[src/rtl/shift_pkg.sv]
// Shared shift-operation encodings and the sequential shifter's state type.
package shift_pkg;

  localparam logic [1:0] OPE_SLL = 2'b00;
  localparam logic [1:0] OPE_SRL = 2'b01;
  localparam logic [1:0] OPE_SRA = 2'b10;
  localparam logic [1:0] OPE_RSV = 2'b11;

  typedef enum logic [1:0] {
    IDLE  = 2'b00,
    SHIFT = 2'b01,
    DONE  = 2'b10
  } shift_state_t;

endpackage

[src/rtl/shift_step.sv]
// Combinational single-position shift of an N-bit word, selected by ope.
module shift_step
  import shift_pkg::*;
#(
  parameter int N = 32
) (
  input  logic [N-1:0] i_data,
  input  logic [1:0]   i_ope,
  output logic [N-1:0] o_data
);

  always_comb begin
    o_data = i_data;
    case (i_ope)
      OPE_SLL: o_data = {i_data[N-2:0], 1'b0};
      OPE_SRL: o_data = {1'b0, i_data[N-1:1]};
      OPE_SRA: o_data = {i_data[N-1], i_data[N-1:1]};
      default: o_data = i_data;
    endcase
  end

endmodule

[src/rtl/shift_seq.sv]
// Iterative SLL/SRL/SRA shifter: one bit position per clock behind
// valid/ready handshakes on both the request and result sides.
module shift_seq
  import shift_pkg::*;
#(
  parameter int N  = 32,
  parameter int SW = $clog2(N)
) (
  input  logic         clk_i,
  input  logic         rst_ni,
  input  logic         valid_i,
  output logic         ready_o,
  input  logic [N-1:0] a_i,
  input  logic [N-1:0] b_i,
  input  logic [1:0]   ope_i,
  input  logic         flush_i,
  output logic         valid_o,
  input  logic         ready_i,
  output logic [N-1:0] res_o,
  output logic         busy_o
);

  shift_state_t  r_state;
  shift_state_t  w_state_next;
  logic [N-1:0]  r_work;
  logic [N-1:0]  w_work_next;
  logic [SW-1:0] r_cnt;
  logic [SW-1:0] w_cnt_next;
  logic [1:0]    r_ope;
  logic [1:0]    w_ope_next;
  logic [N-1:0]  w_step;
  logic [SW-1:0] w_shamt;
  logic          w_unused_b;

  assign w_shamt    = b_i[SW-1:0];
  assign w_unused_b = ^b_i[N-1:SW];

  shift_step #(.N(N)) u_step (
    .i_data (r_work),
    .i_ope  (r_ope),
    .o_data (w_step)
  );

  always_ff @(posedge clk_i) begin
    if (!rst_ni) begin
      r_state <= IDLE;
      r_work  <= '0;
      r_cnt   <= '0;
      r_ope   <= OPE_SLL;
    end else begin
      r_state <= w_state_next;
      r_work  <= w_work_next;
      r_cnt   <= w_cnt_next;
      r_ope   <= w_ope_next;
    end
  end

  // Flush wins over every transition; the work register is left as-is and
  // simply ignored since valid_o drops.
  always_comb begin
    w_state_next = r_state;
    w_work_next  = r_work;
    w_cnt_next   = r_cnt;
    w_ope_next   = r_ope;
    if (flush_i) begin
      w_state_next = IDLE;
    end else begin
      case (r_state)
        IDLE: begin
          if (valid_i) begin
            w_work_next = a_i;
            w_cnt_next  = w_shamt;
            w_ope_next  = ope_i;
            if (ope_i == OPE_RSV) begin
              w_work_next  = '0;
              w_state_next = DONE;
            end else if (w_shamt == '0) begin
              w_state_next = DONE;
            end else begin
              w_state_next = SHIFT;
            end
          end
        end
        SHIFT: begin
          w_work_next = w_step;
          w_cnt_next  = r_cnt - 1'b1;
          if (r_cnt == SW'(1)) w_state_next = DONE;
        end
        DONE: begin
          if (ready_i) w_state_next = IDLE;
        end
        default: w_state_next = IDLE;
      endcase
    end
  end

  assign ready_o = rst_ni && (r_state == IDLE);
  assign valid_o = (r_state == DONE);
  assign busy_o  = (r_state != IDLE);
  assign res_o   = r_work;

endmodule
[config.mk]
export PLATFORM = sky130hd
export DESIGN_NAME = shift_seq
export DESIGN_NICKNAME = d
export VERILOG_FILES = /design/src/rtl/shift_pkg.sv /design/src/rtl/shift_step.sv /design/src/rtl/shift_seq.sv
export SDC_FILE = /design/constraint.sdc
export NUM_CORES = 1
export LEC_CHECK = 0
export ABC_AREA = 1
export CAP_MARGIN = 20
export CORE_MARGIN = 1
export CORE_UTILIZATION = 49
export CTS_CLUSTER_DIAMETER = 120
export DETAILED_ROUTE_END_ITERATION = 10
export PLACE_DENSITY = 0.85
export RECOVER_POWER = 50
export SYNTH_ARGS = -nofsm -noshare
export SYNTH_HDL_FRONTEND = slang
export SYNTH_SLANG_ARGS = --single-unit
[constraint.sdc]
create_clock -name clk_i -period 4.8 [get_ports clk_i]
set_input_delay 1.2 -clock clk_i [delete_from_list [all_inputs] [get_ports clk_i]]
set_output_delay 1.2 -clock clk_i [all_outputs]
set_load 0.02 [all_outputs]
==> results.json <==
{
  "place.gp.congestion": 0.782,
  "cts_tree": "yes",
  "worstPathRequired_ns": 3.60,
  "synth_most_common_cell": "nand2_1",
  "yosys_warnings": 0,
  "netlist_top_cells_area": "nand2_1, dfxtp_1, inv_1",
  "rr_worst_depth": 11,
  "grtUsageTotal": 0.240,
  "hold_path.class": "flop to flop",
  "fin_crit_sh": 0.778,
  "reg2reg_slack_ns": 2.30,
  "detail-route-antenna-nets": 0,
  "grt_pass1_wl_um": 12100,
  "finalHoldViolCount": 0,
  "htree_levels": 2,
  "power_density_nw_per_um2": 258,
  "clock_sinks": 41,
  "cts_buffer_depth": 2,
  "p_comb_frac": 0.360,
  "p_int_mw": 0.625,
  "dpl-instance-area_um2": 3640,
  "path_cells": "dlygate4sd3_1 -> inv_1 -> nor2_1 -> clkdlybuf4s50_1",
  "pwr-share-seq": 0.414,
  "grt_pass1_vias": 2710,
  "critical_path_class": "primary input to primary output",
  "end_kind": "primary output",
  "worstHoldPathCells": 2,
  "die_h_um": 79.3,
  "grt_max_degree": 66,
  "start_kind": "primary input",
  "final_area_um2": 3790,
  "synth-edff-count": 0,
  "finalPower_mw": 0.978,
  "finalSetupTns_ns": 0,
  "p_sw_frac": 0.361,
  "post-route-min-period_ns": 3.74,
  "max_freq_ghz": 0.268,
  "rows": 27,
  "first_iter_violations": 203,
  "drtPass1Iterations": 5,
  "synthMuxAreaShare": 0,
  "clock_skew_ns": 0.00488,
  "syn_area_um2": 2920,
  "hp-start": "r_cnt[4]$_SDFFE_PN0P_",
  "layout_setup_ws_ns": 1.06,
  "synthXorXnorAreaFrac": 0.00300,
  "synth-main-ff-cell": "dfxtp_1",
  "ys_top_cells_by_count": "nand2_1, inv_1, nor2_1, dfxtp_1, a21oi_1",
  "synth_area_per_cell_um2": 5.50,
  "dr_total_vias": 3241,
  "postCtsSetupBuffers": 0,
  "synth_cell_types": 24,
  "power.switching_mw": 0.353,
  "cp_slowest_cell": "clkdlybuf4s50_1",
  "gr-total-overflow": 0,
  "relSlewSlack": -0.0904,
  "setup_viol": 0,
  "core-area_um2": 5640,
  "violations": "capacitance limit, slew limit",
  "num_antenna_cells": 0,
  "whs_ns": 0.505,
  "synth-compound-area-share": 0.0822,
  "syn_nets": 608,
  "antenna_found_initial": 0,
  "wl_per_cell_um": 11.2,
  "root_buffer": "clkbuf_8",
  "cts_hold_buffers": 0,
  "ios": 106,
  "path_clk_slew_ns": 0.08,
  "cts_resized": 0,
  "area.growth.synth_to_final_pct": 29.5,
  "async_reset_ff_frac": 0,
  "seq_area_frac_synth": 0.281,
  "final_layout_size_suffix_gt1_frac": 0.0436,
  "holdPathEnd": "r_cnt[4]$_SDFFE_PN0P_",
  "worst_pin_slew_ns": 1.64,
  "synth_simple_gate_area_frac": 0.461,
  "yosys.area.top_type": "nand2_1",
  "synth_top_family_by_area": "simple AND/OR/NAND/NOR gates",
  "rsz0062_at_grt": "false",
  "die_area_um2": 6280,
  "die_w_um": 79.3,
  "clockPowerShare": 0.226,
  "r2r_start": "r_ope[0]$_SDFFE_PN0P_",
  "wl_um": 7460,
  "numCtsBuffers": 5,
  "cpLargestDelayFamily": "buffers and inverters",
  "yosys.area_share.adder": 0.0214,
  "io_buffers": 78,
  "nets": 671,
  "final_max_slew_viol_count": 38,
  "yosys.area.top_type_share": 0.329,
  "detailed_place_hpwl_um": 4810,
  "via_per_inst": 4.85,
  "syn_inst": 532,
  "post-place-ws_ns": 1.13,
  "path_max_fanout": 4,
  "ys_ff_latch": 41,
  "clk_latency_ns": 0.29,
  "cellLeakagePower_nw": 2.07,
  "r2r-end": "res_o[23]$_SDFFE_PN0P_",
  "route.detailed.drc": 0,
  "irDropWorstVdd_v": 0.000133,
  "maxCapViolCount": 1,
  "status": "finished with violations",
  "critical_path.max_stage_delay_ns": 0.61,
  "crit_buf_inv": 3,
  "cp.arrival_ns": 2.54,
  "start_util": 0.518,
  "fill_cells": 532
}
## logic make-up (layout without fill, tap and decap cells)
family / Yosys count / after routing
simple gates: 338 / 338
buf+inv: 100 / 164
compound gates: 47 / 47
flops: 41 / 41
fa+ha+maj: 5 / 5
xor+xnor: 1 / 1
## per-layer routing
| metal | part of all wire | track usage | routed length (µm) |
|---|---|---|---|
| met1 | 0.44 | 0.296 | 3310 |
| met2 | 0.48 | 0.422 | 3600 |
| met3 | 0.068 | 0.0563 | 506 |
| met4 | 0.0064 | 0.0455 | 48 |
| met5 | 0 | 0 | 0 |
## state kept, by name (all words and copies together), names as in the netlist
register	count
r_cnt	5
r_ope	2
r_state	2
res_o	32
## cells in the final DEF, fill, tap and decap left out, types with 2 or more instances in the layout
cell type	Yosys	final
buf_16	0	2
clkdlybuf4s50_1	0	52
inv_2	2	2
clkbuf_8	0	5
inv_1	71	71
nand2_1	256	257
a21oi_1	35	35
ha_1	5	5
nor2_1	51	50
nor2_2	11	12
dlygate4sd3_1	0	26
clkbuf_1	6	4
nand3b_1	3	3
o21ai_0	9	10
dfxtp_1	41	41
nand3_1	12	12
## worst reg2reg max path, cell delays in order, from the launching register on
cell and delay [ns]:
dfxtp_1 0.34, inv_1 0.07, ha_1 0.37, inv_1 0.74, nor2_2 0.29, buf_16 0.25, nand2_1 0.08, nand2_1 0.05
nand2_1 0.05, nand2_1 0.05, inv_1 0.07, nor2_2 0.03
## per-stage QoR
step                      std cells   util
after floorplan                 532      -
after global placement          657  0.646
after detailed placement        657  0.646
after CTS                       665  0.660
after global routing            668  0.671
final                           668  0.671
## how the worst max path moves through the flow
stage               depth (start not counted)    from  slack (ns)      end
finish                                      4  rst_ni        1.06  ready_o
floorplan                                   2  rst_ni        2.05  ready_o
detailed placement                          4  rst_ni        1.13  ready_o
global route                                4  rst_ni        1.00  ready_o
global placement                            4  rst_ni        1.15  ready_o
CTS                                         4  rst_ni        1.13  ready_o
## layout make-up
type,count,area (µm²),share of cell area
Multi-Input combinational cell,391,1660,0.437
Clock buffer,8,80.1,0.0212
Tap cell,72,90.1,0.0238
Timing Repair Buffer,82,860,0.227
Sequential cell,41,821,0.217
Inverter,74,280,0.0740
## power by group through the flow
stage          clock network, mW  registers, mW  logic [mW]
2_1_floorplan                  0          0.437       0.205
3_3_place_gp                   0          0.411       0.341
3_5_place_dp                   0          0.412       0.350
4_1_cts                    0.226          0.405       0.353
5_1_grt                    0.242          0.409       0.396
6_report                   0.221          0.404       0.352
(Power assumes the default switching activity.)
